<file path="src/rtl/genius_if.sv">
// Board-side bundle for genius_sequencer: game controls and buttons in, LEDs and score out.
interface genius_if #(
  parameter int NUM_LEDS   = 4,
  parameter int ADDR_WIDTH = 6
);
  logic                  start;
  logic [1:0]            difficulty;
  logic                  mode;
  logic [15:0]           seed;
  logic [NUM_LEDS-1:0]   player_input;
  logic [NUM_LEDS-1:0]   led;
  logic                  all_leds;
  logic                  victory;
  logic                  defeat;
  logic                  busy;
  logic [ADDR_WIDTH:0]   score;

  modport master (output start, difficulty, mode, seed, player_input,
                  input  led, all_leds, victory, defeat, busy, score);
  modport slave  (input  start, difficulty, mode, seed, player_input,
                  output led, all_leds, victory, defeat, busy, score);
endinterface

</file>
<file path="src/rtl/genius_sequencer.sv">
// Genius/Simon round engine: LFSR sequence generation, LED playback, press checking, scoring.
// Optional: define GENIUS_TIMEOUT_EN to make WAIT_INPUT lose after TIMEOUT_CYCLES without a press.
//
// state      | meaning
// IDLE       | waiting for start
// ADD_ITEM   | append one LFSR item to the sequence
// SHOW_ON    | lamp the current item for SHOW_CYCLES
// SHOW_OFF   | dark gap of GAP_CYCLES, then next item or hand over to player
// WAIT_INPUT | waiting for a fresh button press
// CHECK      | compare captured press with expected item
// ROUND_DONE | update score, finish game or grow sequence
// WIN / LOSE | one-cycle result pulse
module genius_sequencer #(
  parameter int NUM_LEDS       = 4,
  parameter int ADDR_WIDTH     = 6,
  parameter int SHOW_CYCLES    = 4,
  parameter int GAP_CYCLES     = 2,
  parameter int TIMEOUT_CYCLES = 16
) (
  input  logic    clk,
  input  logic    rst_n,
  genius_if.slave bus
);
  localparam int CW    = $clog2(NUM_LEDS);
  localparam int DEPTH = 1 << ADDR_WIDTH;
  localparam int LW    = ADDR_WIDTH + 1;
  localparam int TMAX0 = (SHOW_CYCLES > GAP_CYCLES) ? SHOW_CYCLES : GAP_CYCLES;
  localparam int TMAX  = (TMAX0 > TIMEOUT_CYCLES) ? TMAX0 : TIMEOUT_CYCLES;
  localparam int TW    = $clog2(TMAX + 1);

  localparam logic [3:0] S_IDLE       = 4'd0;
  localparam logic [3:0] S_ADD_ITEM   = 4'd1;
  localparam logic [3:0] S_SHOW_ON    = 4'd2;
  localparam logic [3:0] S_SHOW_OFF   = 4'd3;
  localparam logic [3:0] S_WAIT_INPUT = 4'd4;
  localparam logic [3:0] S_CHECK      = 4'd5;
  localparam logic [3:0] S_ROUND_DONE = 4'd6;
  localparam logic [3:0] S_WIN        = 4'd7;
  localparam logic [3:0] S_LOSE       = 4'd8;

  logic [3:0]            state_q, state_d;
  logic [15:0]           lfsr_q, lfsr_d;
  logic [LW-1:0]         length_q, length_d;
  logic [LW-1:0]         target_q, target_d;
  logic [LW-1:0]         score_q, score_d;
  logic                  mode_q, mode_d;
  logic [ADDR_WIDTH-1:0] show_ptr_q, show_ptr_d;
  logic [ADDR_WIDTH-1:0] match_ptr_q, match_ptr_d;
  logic [TW-1:0]         timer_q, timer_d;
  logic [NUM_LEDS-1:0]   prev_in_q;
  logic [NUM_LEDS-1:0]   cap_q, cap_d;
  logic [CW-1:0]         mem_q [DEPTH];
  logic                  mem_we;

  logic [31:0]           target_raw;
  logic [LW-1:0]         target_sel;
  logic [NUM_LEDS-1:0]   show_onehot, match_onehot;
  logic                  press, last_show, last_match;

  assign target_raw   = 32'd8 << bus.difficulty;
  assign target_sel   = (target_raw > 32'(DEPTH)) ? LW'(DEPTH) : LW'(target_raw);
  assign show_onehot  = NUM_LEDS'(1) << mem_q[show_ptr_q];
  assign match_onehot = NUM_LEDS'(1) << mem_q[match_ptr_q];
  // A press is the first cycle any button goes down after all were released.
  assign press        = (|bus.player_input) && (prev_in_q == '0);
  assign last_show    = ({1'b0, show_ptr_q}  == length_q - LW'(1));
  assign last_match   = ({1'b0, match_ptr_q} == length_q - LW'(1));

  always_comb begin
    state_d     = state_q;
    lfsr_d      = lfsr_q;
    length_d    = length_q;
    target_d    = target_q;
    score_d     = score_q;
    mode_d      = mode_q;
    show_ptr_d  = show_ptr_q;
    match_ptr_d = match_ptr_q;
    timer_d     = timer_q;
    cap_d       = cap_q;
    mem_we      = 1'b0;
    case (state_q)
      S_IDLE: if (bus.start) begin
        lfsr_d   = (bus.seed == 16'h0000) ? 16'h0001 : bus.seed;
        target_d = target_sel;
        mode_d   = bus.mode;
        length_d = '0;
        score_d  = '0;
        state_d  = S_ADD_ITEM;
      end
      S_ADD_ITEM: begin
        mem_we     = 1'b1;
        lfsr_d     = {1'b0, lfsr_q[15:1]} ^ (lfsr_q[0] ? 16'hB400 : 16'h0000);
        length_d   = length_q + LW'(1);
        show_ptr_d = mode_q ? length_q[ADDR_WIDTH-1:0] : '0;
        timer_d    = TW'(SHOW_CYCLES - 1);
        state_d    = S_SHOW_ON;
      end
      S_SHOW_ON: if (timer_q == '0) begin
        timer_d = TW'(GAP_CYCLES - 1);
        state_d = S_SHOW_OFF;
      end else begin
        timer_d = timer_q - TW'(1);
      end
      S_SHOW_OFF: if (timer_q == '0) begin
        if (last_show) begin
          match_ptr_d = '0;
          timer_d     = TW'(TIMEOUT_CYCLES - 1);
          state_d     = S_WAIT_INPUT;
        end else begin
          show_ptr_d = show_ptr_q + ADDR_WIDTH'(1);
          timer_d    = TW'(SHOW_CYCLES - 1);
          state_d    = S_SHOW_ON;
        end
      end else begin
        timer_d = timer_q - TW'(1);
      end
      S_WAIT_INPUT: begin
        if (press) begin
          cap_d   = bus.player_input;
          state_d = S_CHECK;
        end
`ifdef GENIUS_TIMEOUT_EN
        else if (timer_q == '0) begin
          state_d = S_LOSE;
        end else begin
          timer_d = timer_q - TW'(1);
        end
`endif
      end
      S_CHECK: if (cap_q != match_onehot) begin
        state_d = S_LOSE;
      end else if (last_match) begin
        state_d = S_ROUND_DONE;
      end else begin
        match_ptr_d = match_ptr_q + ADDR_WIDTH'(1);
        timer_d     = TW'(TIMEOUT_CYCLES - 1);
        state_d     = S_WAIT_INPUT;
      end
      S_ROUND_DONE: begin
        score_d = length_q;
        state_d = (length_q == target_q) ? S_WIN : S_ADD_ITEM;
      end
      default: state_d = S_IDLE;
    endcase
  end

  always_ff @(posedge clk or negedge rst_n) begin
    if (!rst_n) begin
      state_q     <= S_IDLE;
      lfsr_q      <= 16'h0001;
      length_q    <= '0;
      target_q    <= '0;
      score_q     <= '0;
      mode_q      <= 1'b0;
      show_ptr_q  <= '0;
      match_ptr_q <= '0;
      timer_q     <= '0;
      prev_in_q   <= '0;
      cap_q       <= '0;
    end else begin
      state_q     <= state_d;
      lfsr_q      <= lfsr_d;
      length_q    <= length_d;
      target_q    <= target_d;
      score_q     <= score_d;
      mode_q      <= mode_d;
      show_ptr_q  <= show_ptr_d;
      match_ptr_q <= match_ptr_d;
      timer_q     <= timer_d;
      prev_in_q   <= bus.player_input;
      cap_q       <= cap_d;
    end
  end

  always_ff @(posedge clk) begin
    if (mem_we) mem_q[length_q[ADDR_WIDTH-1:0]] <= lfsr_q[CW-1:0];
  end

  assign bus.led      = (state_q == S_SHOW_ON) ? show_onehot : '0;
  assign bus.all_leds = (state_q == S_WIN) || (state_q == S_LOSE);
  assign bus.victory  = (state_q == S_WIN);
  assign bus.defeat   = (state_q == S_LOSE);
  assign bus.busy     = (state_q != S_IDLE);
  assign bus.score    = score_q;
endmodule

</file>
<file path="src/flat_wrapper.sv">
// flat-port wrapper written by rule: the top's interface ports become plain ports
module genius_sequencer_flat 
#(
  parameter int NUM_LEDS       = 4,
  parameter int ADDR_WIDTH     = 6,
  parameter int SHOW_CYCLES    = 4,
  parameter int GAP_CYCLES     = 2,
  parameter int TIMEOUT_CYCLES = 16
)
  (clk, rst_n, bus_start, bus_difficulty, bus_mode, bus_seed, bus_player_input, bus_led, bus_all_leds, bus_victory, bus_defeat, bus_busy, bus_score);
  genius_if #(.NUM_LEDS(NUM_LEDS), .ADDR_WIDTH(ADDR_WIDTH)) bus_i ();
  input  logic clk;
  input  logic rst_n;
  input wire logic [$bits(bus_i.start)-1:0] bus_start;
  input wire logic [$bits(bus_i.difficulty)-1:0] bus_difficulty;
  input wire logic [$bits(bus_i.mode)-1:0] bus_mode;
  input wire logic [$bits(bus_i.seed)-1:0] bus_seed;
  input wire logic [$bits(bus_i.player_input)-1:0] bus_player_input;
  output wire logic [$bits(bus_i.led)-1:0] bus_led;
  output wire logic [$bits(bus_i.all_leds)-1:0] bus_all_leds;
  output wire logic [$bits(bus_i.victory)-1:0] bus_victory;
  output wire logic [$bits(bus_i.defeat)-1:0] bus_defeat;
  output wire logic [$bits(bus_i.busy)-1:0] bus_busy;
  output wire logic [$bits(bus_i.score)-1:0] bus_score;
  assign bus_i.start = bus_start;
  assign bus_i.difficulty = bus_difficulty;
  assign bus_i.mode = bus_mode;
  assign bus_i.seed = bus_seed;
  assign bus_i.player_input = bus_player_input;
  assign bus_led = bus_i.led;
  assign bus_all_leds = bus_i.all_leds;
  assign bus_victory = bus_i.victory;
  assign bus_defeat = bus_i.defeat;
  assign bus_busy = bus_i.busy;
  assign bus_score = bus_i.score;
  genius_sequencer #(.NUM_LEDS(NUM_LEDS), .ADDR_WIDTH(ADDR_WIDTH), .SHOW_CYCLES(SHOW_CYCLES), .GAP_CYCLES(GAP_CYCLES), .TIMEOUT_CYCLES(TIMEOUT_CYCLES)) u_core (.clk(clk), .rst_n(rst_n), .bus(bus_i));
endmodule
</file>
<file path="config.mk">
export PLATFORM = sky130hd
export DESIGN_NAME = genius_sequencer_flat
export DESIGN_NICKNAME = d
export VERILOG_FILES = /design/src/rtl/genius_if.sv /design/src/rtl/genius_sequencer.sv /design/src/flat_wrapper.sv
export SDC_FILE = /design/constraint.sdc
export NUM_CORES = 1
export LEC_CHECK = 0
export CORE_AREA = 4 4 134 136
export DETAILED_ROUTE_END_ITERATION = 16
export DIE_AREA = 0 0 138 140
export PLACE_DENSITY = 0.8
export SETUP_SLACK_MARGIN = 0.4
export SLEW_MARGIN = 20
export SYNTH_ARGS = -nofsm -noshare
export SYNTH_HDL_FRONTEND = slang
export SYNTH_SLANG_ARGS = --single-unit
</file>
<file path="constraint.sdc">
create_clock -name clk -period 4.6 [get_ports clk]
set_input_delay 0.69 -clock clk [delete_from_list [all_inputs] [get_ports clk]]
set_output_delay 0.69 -clock clk [all_outputs]
set_load 0.02 [all_outputs]
</file>
## Word-level counts from Yosys, hierarchy flattened

Memory sizes are Yosys's and may differ from the RTL's.
Index checks and enable logic that the tools add are counted.

| operators by class | value |
|---|---|
| multiplexer cells | 36 |
| add/sub/neg operators | 5 |
| $lt $le $gt $ge | 1 |
| eq/ne operators | 20 |
| reductions and logical operators | 21 |
| shifts and indexed selects | 3 |
| bitwise gates (word level) | 1 |

Operators with widths:

| kind | count |
|---|---|
| 2-to-1 mux 16 bit | 3 |
| 2-to-1 mux 6 bit | 7 |
| > comparator 32 x 7 -> 1 bit, second input constant | 1 |
| case mux 16 bit (2 select lines) | 1 |
| left shift 4 x 2 -> 32 bit, first input constant | 1 |
| 2-to-1 mux 4 bit | 7 |
| case mux 4 bit (7 select lines) | 1 |
| case mux 7 bit (2 select lines) | 2 |
| case mux 6 bit (2 select lines) | 2 |
| 2-to-1 mux 5 bit | 4 |
| case mux 5 bit (4 select lines) | 1 |
| equality test 4 x 3 -> 1 bit, second input constant | 4 |
| logical NOT 16 bit | 1 |
| XOR 15 x 16 -> 16 bit | 1 |
| equality test 6 x 7 -> 1 bit | 2 |
| 2-to-1 mux 7 bit | 2 |
| adder 6 x 1 -> 6 bit, second input constant | 2 |
| equality test 4 x 2 -> 1 bit, second input constant | 2 |
| logical NOT 4 bit | 2 |
| inequality test 2 x 1 -> 1 bit, second input constant | 4 |
| inequality test 2 bit, second input constant | 4 |
| AND reduction 2 bit | 4 |
| nonzero test 2 bit | 4 |
| nonzero test 4 bit | 2 |
| other kinds (18) | 23 |

| word-level totals | value |
|---|---|
| bits in writable memories | 128 |
| output and inout bits | 15 |
| memories kept | 1 |
| register bits | 67 |
| input bits | 26 |
| word-level logic and storage cells | 99 |

Memories:

| memory | depth | bits a word | read ports | clocked after memory_dff | wr ports | line | RTL |
|---|---|---|---|---|---|---|---|
| u_core.mem_q | 64 | 2 | 2 | 0 | 1 | genius_sequencer.sv:52 | `logic [CW-1:0] mem_q [DEPTH];` |

## Logic depth before layout (Yosys ltp)

Gate-level depths: netlist (run 1).

| logic depth | value |
|---|---|
| word-level depth | 5 |
| mapped depth | 13 |
| mapped depth without buffers | 11 |

## Worst setup path after synthesis (run 1)

No wires, ideal clock.

| timing | value |
|---|---|
| path type | register to output |
| from | register u_core.show_ptr_q[0] |
| to | output port bus_led[0] |
| required time | 3.910 ns |
| arrival | 3.567 ns |
| path buffers | 2 |
| path slack | 0.343 ns |
| stages on the path, launching flop included | 7 |
| cells stage by stage | dfrtp_1 > clkbuf_1 > buf_1 > mux4_2 > mux4_2 > mux4_2 > nor4_1 |

| between the ends | value |
|---|---|
| longest elaborated chain between the ends | 3 |

RTL lines:

| item | line | RTL |
|---|---|---|
| start, declared | genius_sequencer.sv:47 | `logic [ADDR_WIDTH-1:0] show_ptr_q, show_ptr_d;` |
| start signal, assigned | genius_sequencer.sv:167 | `show_ptr_q <= show_ptr_d;` |
| memory (64 x 2 bit) | n/a |  |
| left shift 1 x 2 -> 4 bit | genius_sequencer.sv:62 | `assign show_onehot = NUM_LEDS'(1) << mem_q[show_ptr_q];` |
| 2-to-1 mux 4 bit | genius_sequencer.sv:179 | `assign bus.led = (state_q == S_SHOW_ON) ? show_onehot : '0;` |
| end, declared | flat_wrapper.sv:19 | `output wire logic [$bits(bus_i.led)-1:0] bus_led;` |

No other way between the ends.

## Worst setup path after layout (run 1)

| timing | value |
|---|---|
| from | register u_core.show_ptr_q[0] |
| to | output port bus_led[1] |

Same word-level chain as after synthesis.

==> flow_summary_export.csv, run 1 <==
group,metric,value,unit
final_layout,n_fill_cell,1231,
global_routing,grt_first_pass_wirelength,39990,um
cts,cts_tree,"built",
floorplanning,pin_count,41,
floorplanning,core,0.01694,sq mm
final_layout,final_common_cell,"edfxtp_1",
final_layout,postLayoutCellArea,0.01113,sq mm
final_layout,n_antenna_cell,0,
cts,root_buffer,"clkbuf_16",
route,drc,0,
sta,max_slew_margin,32.50,%
global_routing,grt.total_usage,26.70,%
critical_path,arrival,3.39,ns
logic_synthesis,syn_inst,793,
critical_path,worstSetupStartpointType,"flop",
place,dp_hpwl,16620,um
final_layout,fin_nets,838,
route,firstDrtPassIters,5,
logic_synthesis,synthArstFlopShare,33.33,%
global_routing,grt_antenna_before_repair,0,
final_layout,utilization,65.69,%
sta,max_freq,245.2,MHz
route,vias,7122,
global_routing,grt_start_max_net_pins,70,
logic_synthesis,synth.largest_area_cell,"edfxtp_1",
place,io_buffers,40,
power_and_ir_drop,leakage,3.825,nW
logic_synthesis,synth_nets,824,
final_layout,final_cell_mix,"edfxtp_1, nor2_1, nand2_1",
cts,cts_max_level,4,
floorplanning,start_util,58.34,%
global_routing,grt_overflow,0,
logic_synthesis,synth_cell_types,65,
logic_synthesis,netlist.area_leader.share,38.90,%
critical_path,critPathKind,"flop to primary output",
power_and_ir_drop,p_total,6.131,mW
final_layout,drive_gt1_share,14.76,%
route,drt-total-wl,25230,um
logic_synthesis,yosysWarningCount,0,
sta,fin_hold_ws,0.4060,ns
logic_synthesis,yosys_most_used_dff,"edfxtp_1",
place,placed_cell_area,0.01042,sq mm
floorplanning,die_h,140,um
power_and_ir_drop,irDropWorstVdd,0.3672,mV
cts,cts.sinks,192,
place,place.gp.congestion,0.9604,
critical_path,cp_max_fo,8,
floorplanning,die_w,138,um
sta,fin_skew,0.009868,ns
sta,final.setup.worst_slack,0.5214,ns
sta,slew_viol_final,0,
critical_path,worstPathRequired,3.91,ns
job,drv_cap,0,
sta,rsz0062_at_grt,"false",
sta,finalSetupViolCount,0,
cts,cts_hold_buffers,0,
sta,final.setup.tns,0,ns
global_routing,grt_pass1_vias,7182,
route,dr.first_iter.drc_count,865,
sta,min_period_over_period,88.66,%
power_and_ir_drop,power_density,551.1,mW/mm^2
logic_synthesis,synth_edf_count,128,
place,place_inst,1010,
logic_synthesis,synth_seq_cells,192,
logic_synthesis,yosys-top-cells-area,"edfxtp_1, dfrtp_1, mux4_2, mux2i_1, nor2_1",
sta,tightestPinTransition,1.010,ns
place,post-place-ws,0.6796,ns
route,post_drt_wl_per_cell,24.14,um
sta,fin_crit,4.079,ns
logic_synthesis,syn_area,0.009881,sq mm
cts,clockBufferDepth,2,
critical_path,crit_path_end_kind,"primary output",
cts,clock_latency,0.44,ns
final_layout,area_growth,12.60,%
logic_synthesis,avgSynthCellArea,12.46,sq um
run_status,outcome,"complete, no violations",
logic_synthesis,seq_area_frac_synth,55.12,%
route,drtAntennaViolNets,0,
route,via_per_inst,6.815,
sta,finalHoldViolations,0,
cts,cts-buffers-inserted,17,
cts,clk_pin_slew,0.07,ns
final_layout,finalNonFillerCells,1045,
hold_path,holdCritPathClass,"input pin to async pin",
floorplanning,dieArea,0.01932,sq mm
floorplanning,row_count,48,
[cell type report]
type | instances | area, sq um | area share, %
clock inverter | 14 | 227.7 | 2.047
clock buffer | 18 | 429.2 | 3.857
tap | 225 | 281.5 | 2.530
multi-input combinational | 533 | 4153 | 37.33
sequential | 192 | 5453 | 49.01
timing repair buffer | 57 | 559.3 | 5.027
inverter | 6 | 22.52 | 0.2024
[flip-flops by register name (all words and copies together), names as in the netlist]
| name | cells |
|---|---|
| u_core.show_ptr_q | 6 |
| u_core.match_ptr_q | 6 |
| u_core.target_q | 4 |
| u_core.lfsr_q | 16 |
| u_core.timer_q | 5 |
| u_core.state_q | 4 |
| u_core.prev_in_q | 4 |
| u_core.mode_q | 1 |
| u_core.bus.score | 7 |
| u_core.mem_q | 128 |
| u_core.cap_q | 4 |
| u_core.length_q | 7 |
[per-layer routing]
| layer | vias up | wire, um | GRT usage [%] |
|---|---|---|---|
| met2 | 403 | 12480 | 43.83 |
| met5 | - | 0 | 0 |
| met3 | 94 | 2068 | 6.453 |
| met1 | 3574 | 9507 | 33.74 |
| li1 | 3051 | - | - |
| met4 | 0 | 1173 | 12.79 |
[Yosys cell counts, drive strengths merged, types with 4 or more instances]
| cell | n |
|---|---|
| dfrtp | 63 |
| a211oi | 5 |
| o31ai | 7 |
| mux2i | 39 |
| xor2 | 9 |
| xnor2 | 13 |
| nor2 | 101 |
| edfxtp | 128 |
| o221ai | 6 |
| mux2 | 6 |
| a211o | 4 |
| inv | 6 |
| a221oi | 4 |
| a22oi | 13 |
| nand2 | 73 |
| ha | 5 |
| o21ai | 31 |
| clkbuf | 40 |
| nor3 | 12 |
| or3 | 7 |
| nand3b | 5 |
| nand3 | 23 |
| nor4 | 5 |
| and3 | 17 |
| a21oi | 15 |
| o22ai | 10 |
| nor2b | 8 |
| nand2b | 5 |
| mux4 | 56 |
| or4 | 4 |
| nand4 | 4 |
| and2 | 4 |
| buf | 22 |
[final timing paths]
check                                 startpoint                    end  slack (ns)  cells after the start
setup / recovery            u_core.show_ptr_q[0]             bus_led[1]        0.52                      7
hold / removal                             rst_n        u_core.cap_q[3]        0.41                      2
setup reg to reg           u_core.match_ptr_q[1]  u_core.match_ptr_q[5]        0.65                      9
hold reg to reg                 u_core.lfsr_q[8]       u_core.lfsr_q[8]        0.49                      2
max in group asynchronous                  rst_n  u_core.match_ptr_q[0]        3.61                      2
min in group clk                u_core.lfsr_q[8]       u_core.lfsr_q[8]        0.49                      2
[where the power goes]
group | switching, mW | total, mW | leakage (nW) | internal [mW]
logic | 1.03 | 1.93 | 1.53 | 0.899
clock network | 0.668 | 1.65 | 0.317 | 0.977
registers | 0.366 | 2.56 | 1.98 | 2.19
[cells by family (layout without fill, tap and decap cells)]
group           count (synthesis)  count (layout)  share of synthesized area [%]
simple gates                  283             283                          13.49
flops                         192             192                          55.12
compound gates                122             122                          8.497
mux                           101             101                          17.40
buf+inv                        68              95                          2.912
xor+xnor                       22              22                          1.950
fa+ha+maj                       5               5                         0.6332
[critical path: stages, from the launching register on]
cell and delay, ns:
dfrtp_2 0.46, buf_4 0.16, buf_6 0.15, mux4_2 0.51, mux4_2 0.52, mux4_2 0.55, and3b_1 0.25, dlygate4sd2_1 0.33
[repair_timing]
action / CTS / global route
buffers inserted: 2 / 0
setup endpoints to repair: 4 / 1
gates resized for setup: 6 / 3
cloned: 1 / 0
(Power assumes the default switching activity.)
==> inputs of run 2 (changes only) <==
--- a/config.mk
+++ b/config.mk
@@ -9,6 +9,7 @@
 export DETAILED_ROUTE_END_ITERATION = 16
 export DIE_AREA = 0 0 138 140
 export PLACE_DENSITY = 0.8
+export REMOVE_ABC_BUFFERS = 1
 export SETUP_SLACK_MARGIN = 0.4
 export SLEW_MARGIN = 20
 export SYNTH_ARGS = -nofsm -noshare
==> flow_summary_export.csv, run 2 (synthesis results as in run 1) <==
group,metric,value,unit
route,firstDrtPassIters,5,
power_and_ir_drop,seqPwrFrac,42.7,%
power_and_ir_drop,p_sw,2.149,mW
route,drt-total-wl,25280,um
floorplanning,core,0.01694,sq mm
sta,fin_skew,0.01031,ns
run_status,outcome,"complete, no violations",
sta,final.setup.tns,0,ns
global_routing,grt_start_max_net_pins,70,
critical_path,cp_top_family,"multiplexers",
floorplanning,start_util,58.34,%
global_routing,grt_pass1_vias,6995,
final_layout,drive_gt1_share,14.96,%
power_and_ir_drop,irDropWorstVdd,0.3729,mV
route,post_drt_wl_per_cell,24.14,um
critical_path,critPathBufInv,2,
critical_path,cp_slowest_cell,"mux4_2",
final_layout,n_antenna_cell,0,
critical_path,critPathKind,"flop to primary output",
final_layout,fin_nets,840,
critical_path,worstSetupStartpointType,"flop",
place,dp_hpwl,16950,um
cts,clockBufferDepth,2,
route,via_per_inst,6.828,
final_layout,final_common_cell,"edfxtp_1",
cts,post_cts_buffers,0,
cts,clock_latency,0.44,ns
global_routing,grt_overflow,0,
floorplanning,row_count,48,
power_and_ir_drop,p_comb_share,32.3,%
cts,cts_tree,"built",
floorplanning,pin_count,41,
sta,finalHoldViolations,0,
place,place.gp.congestion,0.9192,
sta,rsz0062_at_grt,"false",
critical_path,cp_max_fo,17,
critical_path,arrival,3.42,ns
critical_path,worstPathRequired,3.91,ns
power_and_ir_drop,p_sw_share,35.90,%
global_routing,grt.total_usage,26.27,%
power_and_ir_drop,power_density,539.9,mW/mm^2
power_and_ir_drop,p_total,5.987,mW
cts,cts_max_level,4,
cts,cts.sinks,192,
final_layout,utilization,65.48,%
sta,finalSetupViolCount,0,
power_and_ir_drop,p_int,3.838,mW
route,drtAntennaViolNets,0,
final_layout,n_fill_cell,1240,
sta,slew_viol_final,0,
cts,clk_pin_slew,0.08,ns
critical_path,worstPathCellList,"buf_8, mux4_2, mux4_2, mux4_2, and3_1, clkdlybuf4s50_1",
sta,fin_crit,4.108,ns
place,io_buffers,40,
floorplanning,die_h,140,um
power_and_ir_drop,leakage,3.813,nW
route,drc,0,
job,drv_cap,0,
final_layout,area_growth,12.23,%
cts,cts_hold_buffers,0,
final_layout,final_cell_mix,"edfxtp_1, nor2_1, nand2_1",
sta,tightestPinTransition,1.098,ns
sta,fin_hold_ws,0.4173,ns
final_layout,largest_reg_flops,128,
route,dr.first_iter.drc_count,970,
global_routing,grt_antenna_before_repair,1,
floorplanning,die_w,138,um
sta,max_freq,243.5,MHz
critical_path,crit_top_cell,"mux4_2",
cts,root_buffer,"clkbuf_16",
global_routing,grt_first_pass_wirelength,39220,um
cts,ctsResizeCount,6,
critical_path,crit_path_end_kind,"primary output",
critical_path,cpPeakStageDelay,0.55,ns
cts,cts-buffers-inserted,17,
sta,max_slew_margin,26.56,%
floorplanning,dieArea,0.01932,sq mm
hold_path,holdCritPathClass,"input pin to async pin",
route,vias,7149,
power_and_ir_drop,power_frac_clock,25.0,%
sta,min_period_over_period,89.29,%
## run 2: changes by cell type in the layout (fill, tap and decap cells not counted), moves of 2 or more
cell / delta
bufinv_16: -5
clkinv_8: +4
buf_4: +3
buf_6: -2
buf_8: +2
inv_6: -2
inv_8: +2
## run 2: final timing paths
kind                                  startpoint               endpoint  slack (ns)  depth (start not counted)
max reg2reg                u_core.match_ptr_q[0]  u_core.match_ptr_q[5]        0.75                         10
min reg2reg                     u_core.lfsr_q[7]       u_core.lfsr_q[7]        0.49                          2
max                         u_core.show_ptr_q[0]             bus_led[3]        0.49                          6
min in group clk                u_core.lfsr_q[7]       u_core.lfsr_q[7]        0.49                          2
max in group asynchronous                  rst_n  u_core.match_ptr_q[0]        3.58                          2
min                                        rst_n       u_core.lfsr_q[5]        0.42                          2
## run 2: through the flow
stage | cells | worst slack (ns) | instance area [sq um]
2_1_floorplan | 731 | 0.005562 | 9615
3_3_place_gp | 1015 | 0.6430 | 10450
3_5_place_dp | 1015 | 0.5954 | 10450
4_1_cts | 1047 | 0.4447 | 11080
5_1_grt | 1047 | 0.4279 | 11090
6_report | 1047 | 0.4925 | 11090
## run 2: per-layer routing
metal | GRT usage (%) | wire [um] | vias to the layer above
li1 | - | - | 3061
met1 | 34.28 | 9481 | 3581
met2 | 43.06 | 12590 | 438
met3 | 7.067 | 2485 | 67
met4 | 9.308 | 708 | 2
met5 | 0 | 12 | -
## run 2: layout make-up
cell class	instances	area [sq um]	share of cell area, %
repair buffers	59	565.5	5.100
multi-input cells	533	4153	37.45
inverters	6	22.52	0.2031
clock inverters	13	160.2	1.444
clock buffers	19	454.2	4.096
well taps	225	281.5	2.539
flip-flops and latches	192	5453	49.17
## run 2: worst reg2reg max path, delay by kind of cell, from the launching register on
| family | cells | cell delay [ns] |
|---|---|---|
| mux | 2 | 0.68 |
| buf+inv | 1 | 0.47 |
| simple gates | 3 | 0.81 |
| flops | 1 | 0.72 |
| compound gates | 4 | 1.06 |
## run 2: power groups by stage
stage / logic, mW / clock network, mW / registers, mW
floorplan: 1.21 / 0 / 2.59
global placement: 1.81 / 0 / 2.56
detailed placement: 1.89 / 0 / 2.58
CTS: 1.91 / 1.51 / 2.55
global route: 2.10 / 1.58 / 2.59
finish: 1.93 / 1.50 / 2.56
==> inputs of run 3 (changes only) <==
--- a/config.mk
+++ b/config.mk
@@ -5,10 +5,10 @@
 export SDC_FILE = /design/constraint.sdc
 export NUM_CORES = 1
 export LEC_CHECK = 0
-export CORE_AREA = 4 4 134 136
+export CORE_AREA = 4 4 190 192
 export DETAILED_ROUTE_END_ITERATION = 16
-export DIE_AREA = 0 0 138 140
-export PLACE_DENSITY = 0.8
+export DIE_AREA = 0 0 194 196
+export PLACE_DENSITY = 0.46
 export REMOVE_ABC_BUFFERS = 1
 export SETUP_SLACK_MARGIN = 0.4
 export SLEW_MARGIN = 20
==> flow_summary_export.csv, run 3 (synthesis results as in run 1) <==
group,metric,value,unit
sta,final.setup.tns,0,ns
sta,fin_skew,0.007418,ns
cts,cts-buffers-inserted,17,
route,wl_met2,13750,um
power_and_ir_drop,p_sw,2.111,mW
power_and_ir_drop,power_frac_clock,23.7,%
floorplanning,row_count,68,
route,drtAntennaViolNets,0,
critical_path,critPathKind,"flop to primary output",
final_layout,n_antenna_cell,0,
route,highest_layer,"met4",
sta,min_period_over_period,86.82,%
sta,slew_viol_final,0,
global_routing,grt_antenna_before_repair,0,
sta,tightestPinTransition,0.9997,ns
global_routing,grt_overflow,0,
power_and_ir_drop,seqPwrFrac,41.5,%
power_and_ir_drop,leakage,3.853,nW
critical_path,cp_max_fo,22,
route,dr.first_iter.drc_count,556,
floorplanning,die_w,194,um
power_and_ir_drop,p_sw_share,35.46,%
global_routing,grt.total_usage,14.89,%
power_and_ir_drop,irDropWorstVdd,0.2616,mV
floorplanning,dieArea,0.03802,sq mm
cts,cts.sinks,192,
place,dp_hpwl,19250,um
floorplanning,start_util,28.75,%
final_layout,utilization,33.20,%
run_status,outcome,"complete, no violations",
route,met3WireLength,1123,um
critical_path,arrival,3.30,ns
cts,post_cts_buffers,0,
critical_path,r2r-start,"u_core.match_ptr_q[1]",
place,io_buffers,40,
route,firstDrtPassIters,5,
route,drt-total-wl,28100,um
critical_path,cp-startpoint,"u_core.show_ptr_q[0]",
global_routing,grt_start_max_net_pins,70,
route,via_per_inst,5.156,
critical_path,critPathBufInv,2,
floorplanning,core,0.03437,sq mm
sta,rsz0062_at_grt,"false",
critical_path,worstSetupStartpointType,"flop",
final_layout,area_growth,15.51,%
critical_path,crit_top_cell,"mux4_2",
sta,finalHoldViolations,0,
cts,clock_latency,0.44,ns
floorplanning,die_h,196,um
cts,clk_pin_slew,0.07,ns
floorplanning,pin_count,41,
global_routing,grt_pass1_vias,6660,
critical_path,cp_top_family,"multiplexers",
critical_path,worstPathRequired,3.91,ns
sta,max_freq,250.4,MHz
final_layout,fin_nets,849,
global_routing,grt_first_pass_wirelength,42890,um
critical_path,crit_path_end_kind,"primary output",
power_and_ir_drop,power_density,521.5,mW/mm^2
route,met1_length,12900,um
job,drv_cap,0,
critical_path,cp_slowest_cell,"mux4_2",
route,vias,6626,
cts,clockBufferDepth,2,
hold_path,holdCritPathClass,"input pin to async pin",
power_and_ir_drop,p_comb_share,34.8,%
final_layout,largest_reg_flops,128,
critical_path,cpPeakStageDelay,0.54,ns
cts,cts_tree,"built",
cts,cts_hold_buffers,0,
final_layout,final_cell_mix,"edfxtp_1, nor2_1, nand2_1",
route,post_drt_wl_per_cell,21.87,um
route,drc,0,
sta,fin_crit,3.994,ns
final_layout,n_fill_cell,3431,
final_layout,final_common_cell,"edfxtp_1",
critical_path,worstPathCellList,"buf_12, mux4_2, mux4_2, mux4_2, nor4_2, dlygate4sd2_1",
place,place.gp.congestion,0.7806,
sta,max_slew_margin,33.11,%
cts,root_buffer,"clkbuf_16",
sta,finalSetupViolCount,0,
final_layout,drive_gt1_share,15.90,%
power_and_ir_drop,p_int,3.841,mW
cts,cts_max_level,4,
==> run 3: changes by cell type in the layout (fill, tap and decap cells not counted), moves of 2 or more <==
cell,before,now
buf_12,1,4
buf_4,16,24
buf_8,2,0
clkinv_2,0,2
clkinv_8,4,0
inv_6,1,5
inv_8,4,0
==> run 3: worst paths after layout <==
kind                                              end  slack [ns]  cells after the start
worst max-delay path                       bus_led[0]        0.61                      6
worst min-delay path                 u_core.lfsr_q[4]        0.33                      1
worst max register to register  u_core.match_ptr_q[5]        0.66                      9
worst min register to register       u_core.lfsr_q[8]        0.48                      2
max in group asynchronous          u_core.length_q[1]        3.33                      2
min in group clk                     u_core.lfsr_q[8]        0.48                      2
==> run 3: repair_timing <==
item,4_1_cts,5_1_grt
gates resized for setup,6,5
endpoints found under the setup margin,4,3
gates cloned,0,0
hold endpoints to repair,0,0
==> run 3: per-stage QoR <==
stage / power [mW] / area (sq um) / setup slack, ns / hold WS [ns] / std cells
after floorplan: 3.804 / 9615 / 0.005562 / 0.3944 / 731
after global placement: 4.556 / 10830 / 0.4891 / 0.4590 / 1254
after detailed placement: 4.573 / 10830 / 0.5157 / 0.4629 / 1254
after CTS: 5.988 / 11390 / 0.4015 / 0.3363 / 1285
after global routing: 6.304 / 11410 / 0.4576 / 0.3643 / 1285
final: 5.952 / 11410 / 0.6061 / 0.3304 / 1285
==> run 3: power groups by stage <==
stage | sequential (mW) | combinational (mW) | clock (mW)
after floorplan | 2.59 | 1.21 | 0
after global placement | 2.50 | 2.06 | 0
after detailed placement | 2.50 | 2.08 | 0
after CTS | 2.46 | 2.08 | 1.45
after global routing | 2.50 | 2.29 | 1.51
final | 2.47 | 2.07 | 1.41
==> run 3: metal layers <==
metal / up-vias / track usage, %
li1: 3078 / -
met1: 3399 / 20.55
met2: 128 / 24.58
met3: 21 / 2.542
met4: 0 / 3.750
met5: - / 0
==> run 3: cell type report <==
cell class,count,area (sq um),share of cell area [%]
sequential,192,5453,47.77
multi-input combinational,533,4169,36.53
timing repair buffer,68,658.1,5.766
tap,455,569.3,4.988
clock buffer,19,432.9,3.793
clock inverter,12,108.9,0.9537
inverter,6,22.52,0.1973
